==> config.mk <==
export PLATFORM = sky130hd
export DESIGN_NAME = load_store_unit
export DESIGN_NICKNAME = d
export VERILOG_FILES = /design/src/rtl/load_store_unit.sv
export SDC_FILE = /design/constraint.sdc
export NUM_CORES = 1
export LEC_CHECK = 0
export ABC_AREA = 1
export ABC_CLOCK_PERIOD_IN_PS = 5800
export BUFFER_PORTS_ARGS = -buffer_cell sky130_fd_sc_hd__buf_2
export CAP_MARGIN = 30
export CORE_ASPECT_RATIO = 0.8
export CORE_MARGIN = 3
export CORE_UTILIZATION = 51
export CTS_BUF_LIST = sky130_fd_sc_hd__clkbuf_8
export DETAILED_ROUTE_END_ITERATION = 8
export GPL_ROUTABILITY_DRIVEN = 0
export PLACE_DENSITY = 0.82
export SYNTH_ARGS = -nofsm -noshare
export SYNTH_HDL_FRONTEND = slang
export SYNTH_SLANG_ARGS = --single-unit
==> constraint.sdc <==
create_clock -name clk -period 5.8 [get_ports clk]
set_input_delay 1.45 -clock clk [delete_from_list [all_inputs] [get_ports clk]]
set_output_delay 1.45 -clock clk [all_outputs]
set_load 0.1 [all_outputs]
==> src/rtl/load_store_unit.sv <==
// RV32I load/store unit: sizes, aligns and lane-replicates core memory requests,
// waits for mem_ack with a bounded timeout, and extends the returned lane.
module load_store_unit #(
    parameter int TIMEOUT = 15
) (
    input  logic        clk,
    input  logic        reset,
    input  logic        valid,
    input  logic        is_store,
    input  logic [2:0]  funct3,
    input  logic [31:0] addr,
    input  logic [31:0] wdata,
    output logic [31:0] rdata,
    output logic        done,
    output logic        fault,
    output logic        stall,
    output logic        mem_req,
    output logic        mem_we,
    output logic [31:0] mem_addr,
    output logic [31:0] mem_wdata,
    output logic [3:0]  mem_be,
    input  logic [31:0] mem_rdata,
    input  logic        mem_ack
);

    typedef enum logic [1:0] {IDLE, BUSY, RESP} state_t;

    localparam logic [7:0] TIMEOUT_LAST = 8'(TIMEOUT - 1);

    state_t      state, state_nxt;
    logic        err_q, err_nxt;
    logic        st_q;
    logic        we_q;
    logic [2:0]  f3_q;
    logic [1:0]  off_q;
    logic [31:0] rword_q;
    logic [7:0]  cnt_q;

    function automatic logic req_legal(input logic st, input logic [2:0] f3);
        if (st)
            return (f3 == 3'b000) || (f3 == 3'b001) || (f3 == 3'b010);
        else
            return (f3 == 3'b000) || (f3 == 3'b001) || (f3 == 3'b010) ||
                   (f3 == 3'b100) || (f3 == 3'b101);
    endfunction

    function automatic logic req_misaligned(input logic [2:0] f3, input logic [1:0] off);
        case (f3[1:0])
            2'b01:   return off[0];
            2'b10:   return off != 2'b00;
            default: return 1'b0;
        endcase
    endfunction

    function automatic logic [3:0] byte_en(input logic st, input logic [2:0] f3,
                                           input logic [1:0] off);
        if (!st)
            return 4'b1111;
        case (f3[1:0])
            2'b00:   return 4'b0001 << off;
            2'b01:   return 4'b0011 << off;
            default: return 4'b1111;
        endcase
    endfunction

    function automatic logic [31:0] replicate(input logic [2:0] f3, input logic [31:0] wd);
        case (f3[1:0])
            2'b00:   return {4{wd[7:0]}};
            2'b01:   return {2{wd[15:0]}};
            default: return wd;
        endcase
    endfunction

    // Halfword lane uses off[1] only; alignment was enforced at accept.
    function automatic logic [31:0] load_extend(input logic [2:0] f3, input logic [1:0] off,
                                                input logic [31:0] w);
        logic        [7:0]  b;
        logic        [15:0] h;
        logic signed [7:0]  bs;
        logic signed [15:0] hs;
        b  = 8'(w >> {off, 3'b000});
        h  = off[1] ? w[31:16] : w[15:0];
        bs = b;
        hs = h;
        case (f3)
            3'b000:  return 32'(bs);
            3'b001:  return 32'(hs);
            3'b010:  return w;
            3'b100:  return {24'd0, b};
            3'b101:  return {16'd0, h};
            default: return 32'd0;
        endcase
    endfunction

    always_comb begin
        state_nxt = state;
        err_nxt   = err_q;
        case (state)
            IDLE: begin
                if (valid) begin
                    if (req_legal(is_store, funct3) && !req_misaligned(funct3, addr[1:0])) begin
                        state_nxt = BUSY;
                        err_nxt   = 1'b0;
                    end else begin
                        state_nxt = RESP;
                        err_nxt   = 1'b1;
                    end
                end
            end
            BUSY: begin
                if (mem_ack) begin
                    state_nxt = RESP;
                    err_nxt   = 1'b0;
                end else if (cnt_q == TIMEOUT_LAST) begin
                    state_nxt = RESP;
                    err_nxt   = 1'b1;
                end
            end
            RESP:    state_nxt = IDLE;
            default: state_nxt = IDLE;
        endcase
    end

    always_ff @(posedge clk or posedge reset) begin
        if (reset) begin
            state     <= IDLE;
            err_q     <= 1'b0;
            st_q      <= 1'b0;
            we_q      <= 1'b0;
            f3_q      <= 3'd0;
            off_q     <= 2'd0;
            rword_q   <= 32'd0;
            cnt_q     <= 8'd0;
            mem_addr  <= 32'd0;
            mem_wdata <= 32'd0;
            mem_be    <= 4'b0000;
        end else begin
            state <= state_nxt;
            err_q <= err_nxt;
            if (state == IDLE && valid) begin
                st_q      <= is_store;
                we_q      <= is_store;
                f3_q      <= funct3;
                off_q     <= addr[1:0];
                mem_addr  <= {addr[31:2], 2'b00};
                mem_wdata <= replicate(funct3, wdata);
                mem_be    <= byte_en(is_store, funct3, addr[1:0]);
                cnt_q     <= 8'd0;
            end else if (state == BUSY) begin
                cnt_q <= cnt_q + 8'd1;
                if (mem_ack)
                    rword_q <= mem_rdata;
            end
        end
    end

    // Outputs decode from state so an async reset drops mem_req at once.
    assign mem_req = (state == BUSY);
    assign mem_we  = (state == BUSY) && we_q;
    assign done    = (state == RESP) && !err_q;
    assign fault   = (state == RESP) && err_q;
    assign rdata   = (done && !st_q) ? load_extend(f3_q, off_q, rword_q) : 32'd0;
    assign stall   = valid && (state != RESP);

endmodule

# Word level (Yosys, flattened, before mapping)
# Cells that the tools add are included.
# totals
regBits,115
latchBits,0
ramBits,0
mem_bits_ro,0
inputBits,104
word_cells,82
n_memories,0
# op_classes
n_addsub,1
multipliers,0
n_div,0
order_cmp,0
eq_ne,16
shift,3
muxes,27
bitwise_logic,1
reduce_logical,24
# op_table
operator,n
case mux 32 bit (5 select lines),1
case mux 32 bit (2 select lines),1
2-to-1 mux 32 bit,1
>> shifter 32 x 5 -> 8 bit,1
2-to-1 mux 16 bit,1
2-to-1 mux 8 bit,2
"equality test 3 bit, second input constant",4
2-to-1 mux 1 bit,11
"adder 8 x 1 -> 8 bit, second input constant",1
"equality test 8 x 4 -> 1 bit, second input constant",1
2-to-1 mux 2 bit,4
2-to-1 mux 4 bit,2
case mux 4 bit (2 select lines),1
logical AND 1 bit,7
"equality test 3 x 1 -> 1 bit, second input constant",2
"equality test 3 x 2 -> 1 bit, second input constant",2
logical NOT 3 bit,2
AND reduction 3 bit,2
nonzero test 2 bit,3
"equality test 2 x 1 -> 1 bit, second input constant",2
"equality test 2 bit, second input constant",2
logical NOT 2 bit,2
logical OR 1 bit,4
"!= test 2 bit, second input constant",2
other kinds (8),11

# Logic depth before layout (Yosys ltp)
# logic_depth
ltp_word,12
mapped_depth,10

# Worst setup path before layout
# OpenSTA, ideal clock, no wires.
# synth_timing
path_kind,register -> output
startpoint,reg state[0]
endpoint,out rdata[12]
t_arrival_ps,2964
required_ps,4350
slack_ps,1386
stages_incl_launch_ff,7
n_path_buf,1
cell_sequence,dfrtp_1 -> nor2_1 -> nand2_1 -> inv_2 -> nand2_1 -> clkbuf_1 -> a31oi_1
# synth_between
elab_chain_len,4
# synth_lines
element,line_no,text
start: declaration,30,"state_t state, state_nxt;"
start signal: assignment,138,state <= state_nxt;
equality test 2 bit,160,assign done = (state == RESP) && !err_q;
logical AND 1 bit,160,
via done,14,"output logic done,"
logical AND 1 bit,162,"assign rdata = (done && !st_q) ? load_extend(f3_q, off_q, rword_q) : 32'd0;"
2-to-1 mux 32 bit,162,
end: declaration,13,"output logic [31:0] rdata,"
# The timed path passes the listed nets, and every way through them passes these cells.

# Worst setup path after layout
# layout_timing
startpoint,reg off_q[1]
endpoint,out rdata[15]
# layout_between
elab_chain_len,3
word_cells_on_any_way,4
# layout_lines
element,line_no,text
start: declaration,35,logic [1:0] off_q;
start signal: assignment,144,off_q <= addr[1:0];
>> shifter 32 x 5 -> 8 bit / 2-to-1 mux 16 bit (equally long branches),"81, 82",
case mux 32 bit (5 select lines) *,85,case (f3)
2-to-1 mux 32 bit *,162,
# Mark *: on every way between the ends. The rest lies on a longest branch, timed or not.

==> results.txt <==
- The final max-slew violation count was 0.
- Of the synthesized area, sequential elements account for 0.512.
- Timing analysis after detailed placement gives a worst setup slack of ~2.1 ns.
* Total routed wirelength: about 15000 µm
- A synthesized cell averages 8.14 µm².
* Actual slew at the worst max-slew pin: around 0.84 ns
- Based on the critical path, the design can be clocked at up to 0.237 GHz.
* Synth Cell Area: 5620 µm²
- Worst endpoint data arrival time: 2.77 ns
- The via count of the first global-routing pass was approximately 4900.
- Endpoint kind of the worst setup timing path: output port
- For the final routed database, the setup TNS stands at 0 ns.
* Type of the most critical hold path: reg2reg
- Drt pass-1 iters: 5
- H-tree Lvls: 4
- In the global route stage, overall resource usage came out at 0.254.
* CP Max Fanout: 25
- Wire length of the first global-routing pass: roughly 24000 µm
- The number of gates resized after CTS was 0.
- Maximum clock skew at final layout: ~0.0075 ns
- For this run, the post-layout net count is 992.
- Setup repair after global routing left no endpoint under its margin.
- Worst path setup slack after routing: 1.58 ns
- Hpwl dp: 11000 µm
- The clock passes through at most 2 buffers.
* TritonCTS Sinks: 115
- # fillers: around 900
- Of the cells placed in the final design, the portion with a size suffix greater than 1 is 0.295.
- Die footprint: about 12000 µm²
- Clock slew at the register clock pins of the worst setup and hold paths: 0.07 ns
- Clock latency reported for the late side of the worst-skew pair: between 0.4 and 0.5 ns
- Summed over all layers, the global routing overflow is 0.
* Avg Vias per Cell: 5.18
- Clock buffer count from CTS: 17
* Element type at the critical path start: flip-flop
- The tree is rooted in a clkbuf_8.
- Setup-violating endpoint count in the final report: 0
* Site Rows: 33
* Antenna-violating nets left: 0
* Cells after Synth: between 600 and 700
- TritonCTS built the clock tree.
- The run finished with clean final reports.
* Boundary pin count: between 200 and 250
- Classification of the worst setup path: reg2out
- Input and output buffers added on the ports amount to between 200 and 250.
- DRC violations left: 0
- The synthesized netlist contains 28 unique library cells.
- Vias after detailed routing: roughly 5400
* Largest net degree at the start of global routing: 109
- Overall die height: ~100 µm
- The core region is around 10000 µm².
- The clock period could shrink to about 4.2 ns.
* First-iteration detailed-routing DRC count: approximately 420
- The synthesized design contains ~120 register bits.
- Antenna violations before repair: 0
- Synth-to-layout area growth: 26.5%
- Starting density of the core: 0.535
- Hold timing on the final database bottoms out at a slack of about 0.48 ns.
* # Post-CTS Setup Buffers: 0
- CTS Hold Buffers Added: 0
- Headroom to the max-slew limit came out at 0.435.
- Period Utilization, post-route: 0.727
- Data required, critical path: ~4.4 ns
- The number of antenna diodes in the final layout is 0.
- Horizontal die dimension: 123 µm
- Max-cap violations in this run came to 0.
- The number of hold violations in the final report is 0.
- Number of warning messages in the yosys log: 0
- WL/cell: ~15 µm
==> cells in the mapped netlist <==
cell type  number  area (µm²)
o21bai_1        1        7.51
a21oi_1        71         355
buf_1           3        11.3
o21ai_1        44         220
dfrtp_1       115        2880
conb_1          1        3.75
or2_2           4        25.0
nand2_1       234         878
xnor2_1         1        8.76
a31oi_1         9        56.3
nor3_1          7        35.0
ha_1            5        62.6
nor3_2          1        10.0
buf_2          14        70.1
buf_6           1        11.3
nand2_2         2        12.5
o211ai_1        7        52.6
nor2_4          1        11.3
nand3_1        24         120
inv_1          45         169
o21ai_0        11        55.1
buf_4           5        37.5
nor2_1         31         116
clkbuf_1       14        52.6
inv_2          11        41.3
nor2_8          1        20.0
mux2_1         25         282
nand4_1         2        12.5
==> critical path: stages, from the launching register on <==
cell and delay (ns):
dfrtp_1 0.65, inv_2 0.28, nand2_1 0.19, nand3_1 0.08, nand2_1 0.10, nand2_2 0.28, a31oi_1 0.28, buf_2 0.48
==> cell type report <==
type / count / area [µm²] / share of cell area
Sequential cell: 115 / 2880 / 0.405
Multi-Input combinational cell: 483 / 2360 / 0.332
Timing Repair Buffer: 210 / 1080 / 0.152
Clock buffer: 18 / 248 / 0.0349
Inverter: 56 / 213 / 0.0299
Tap cell: 140 / 175 / 0.0247
Clock inverter: 14 / 153 / 0.0215
==> cell families (layout without fill, tap and decap cells) <==
family,count (synthesis),after routing,share of synthesized area
AND/OR/NAND/NOR,307,307,0.221
AO/OA/AOI/OAI,143,143,0.133
flip-flops,115,115,0.512
buffers and inverters,93,298,0.0700
multiplexers,25,25,0.0501
adder cells (fa/ha/maj),5,5,0.0111
other,1,2,0.000668
XOR/XNOR,1,1,0.00156
==> final timing paths <==
path / from / endpoint / slack [ns] / cells after the start
setup / recovery: off_q[1] / rdata[15] / 1.58 / 7
max in group asynchronous: reset / cnt_q[4] / 3.47 / 3
setup reg to reg: state[0] / mem_be[2] / 3.39 / 7
hold reg to reg: mem_addr[15] / mem_addr[15] / 0.48 / 2
min in group asynchronous: reset / mem_addr[27] / 1.16 / 2
hold / removal: mem_addr[15] / mem_addr[15] / 0.48 / 2
==> metrics by stage <==
| stage | instance area, µm² | std cells | utilization |
|---|---|---|---|
| after floorplan | 5620 | 691 | - |
| final | 7100 | 1036 | 0.677 |
| after CTS | 7080 | 1035 | 0.675 |
| after detailed placement | 6680 | 1003 | 0.636 |
| after global routing | 7100 | 1036 | 0.677 |
| after global placement | 6680 | 1003 | 0.636 |
==> layer usage <==
| metal | share of wire | track usage | vias to the layer above |
|---|---|---|---|
| met1 | 0.46 | 0.374 | 2483 |
| met3 | 0.080 | 0.0721 | 26 |
| li1 | - | - | 2621 |
| met4 | 0.020 | 0.0809 | 0 |
| met5 | 0 | 0 | - |
| met2 | 0.44 | 0.365 | 235 |
==> placed cells by master, fill, tap and decap left out, types with 2 or more instances in the layout <==
| cell type | synthesis | routed |
|---|---|---|
| nand2_1 | 234 | 233 |
| buf_2 | 14 | 206 |
| dfrtp_1 | 115 | 115 |
| a21oi_1 | 71 | 71 |
| inv_1 | 45 | 44 |
| o21ai_1 | 44 | 44 |
| nor2_1 | 31 | 31 |
| mux2_1 | 25 | 25 |
| nand3_1 | 24 | 24 |
| clkbuf_8 | 0 | 18 |
| inv_2 | 11 | 11 |
| o21ai_0 | 11 | 11 |
| a31oi_1 | 9 | 9 |
| nor3_1 | 7 | 7 |
| o211ai_1 | 7 | 7 |
| ha_1 | 5 | 5 |
| or2_2 | 4 | 4 |
| clkinvlp_4 | 0 | 4 |
| inv_6 | 0 | 4 |
| buf_4 | 5 | 3 |
| nand2_2 | 2 | 2 |
| nand4_1 | 2 | 2 |
| conb_1 | 1 | 2 |
| clkinv_2 | 0 | 2 |
| clkinv_4 | 0 | 2 |
| bufinv_16 | 0 | 2 |
==> flip-flops by register name, indices dropped and copies added, names as in the netlist <==
signal and cells:
mem_wdata 32, f3_q 3, state 2, err_q 1, we_q 1, rword_q 32
off_q 2, mem_addr 30, mem_be 4, cnt_q 8
Power is not shown: default switching activity piles up to over one toggle a cycle in this logic, so the estimate is an artifact.
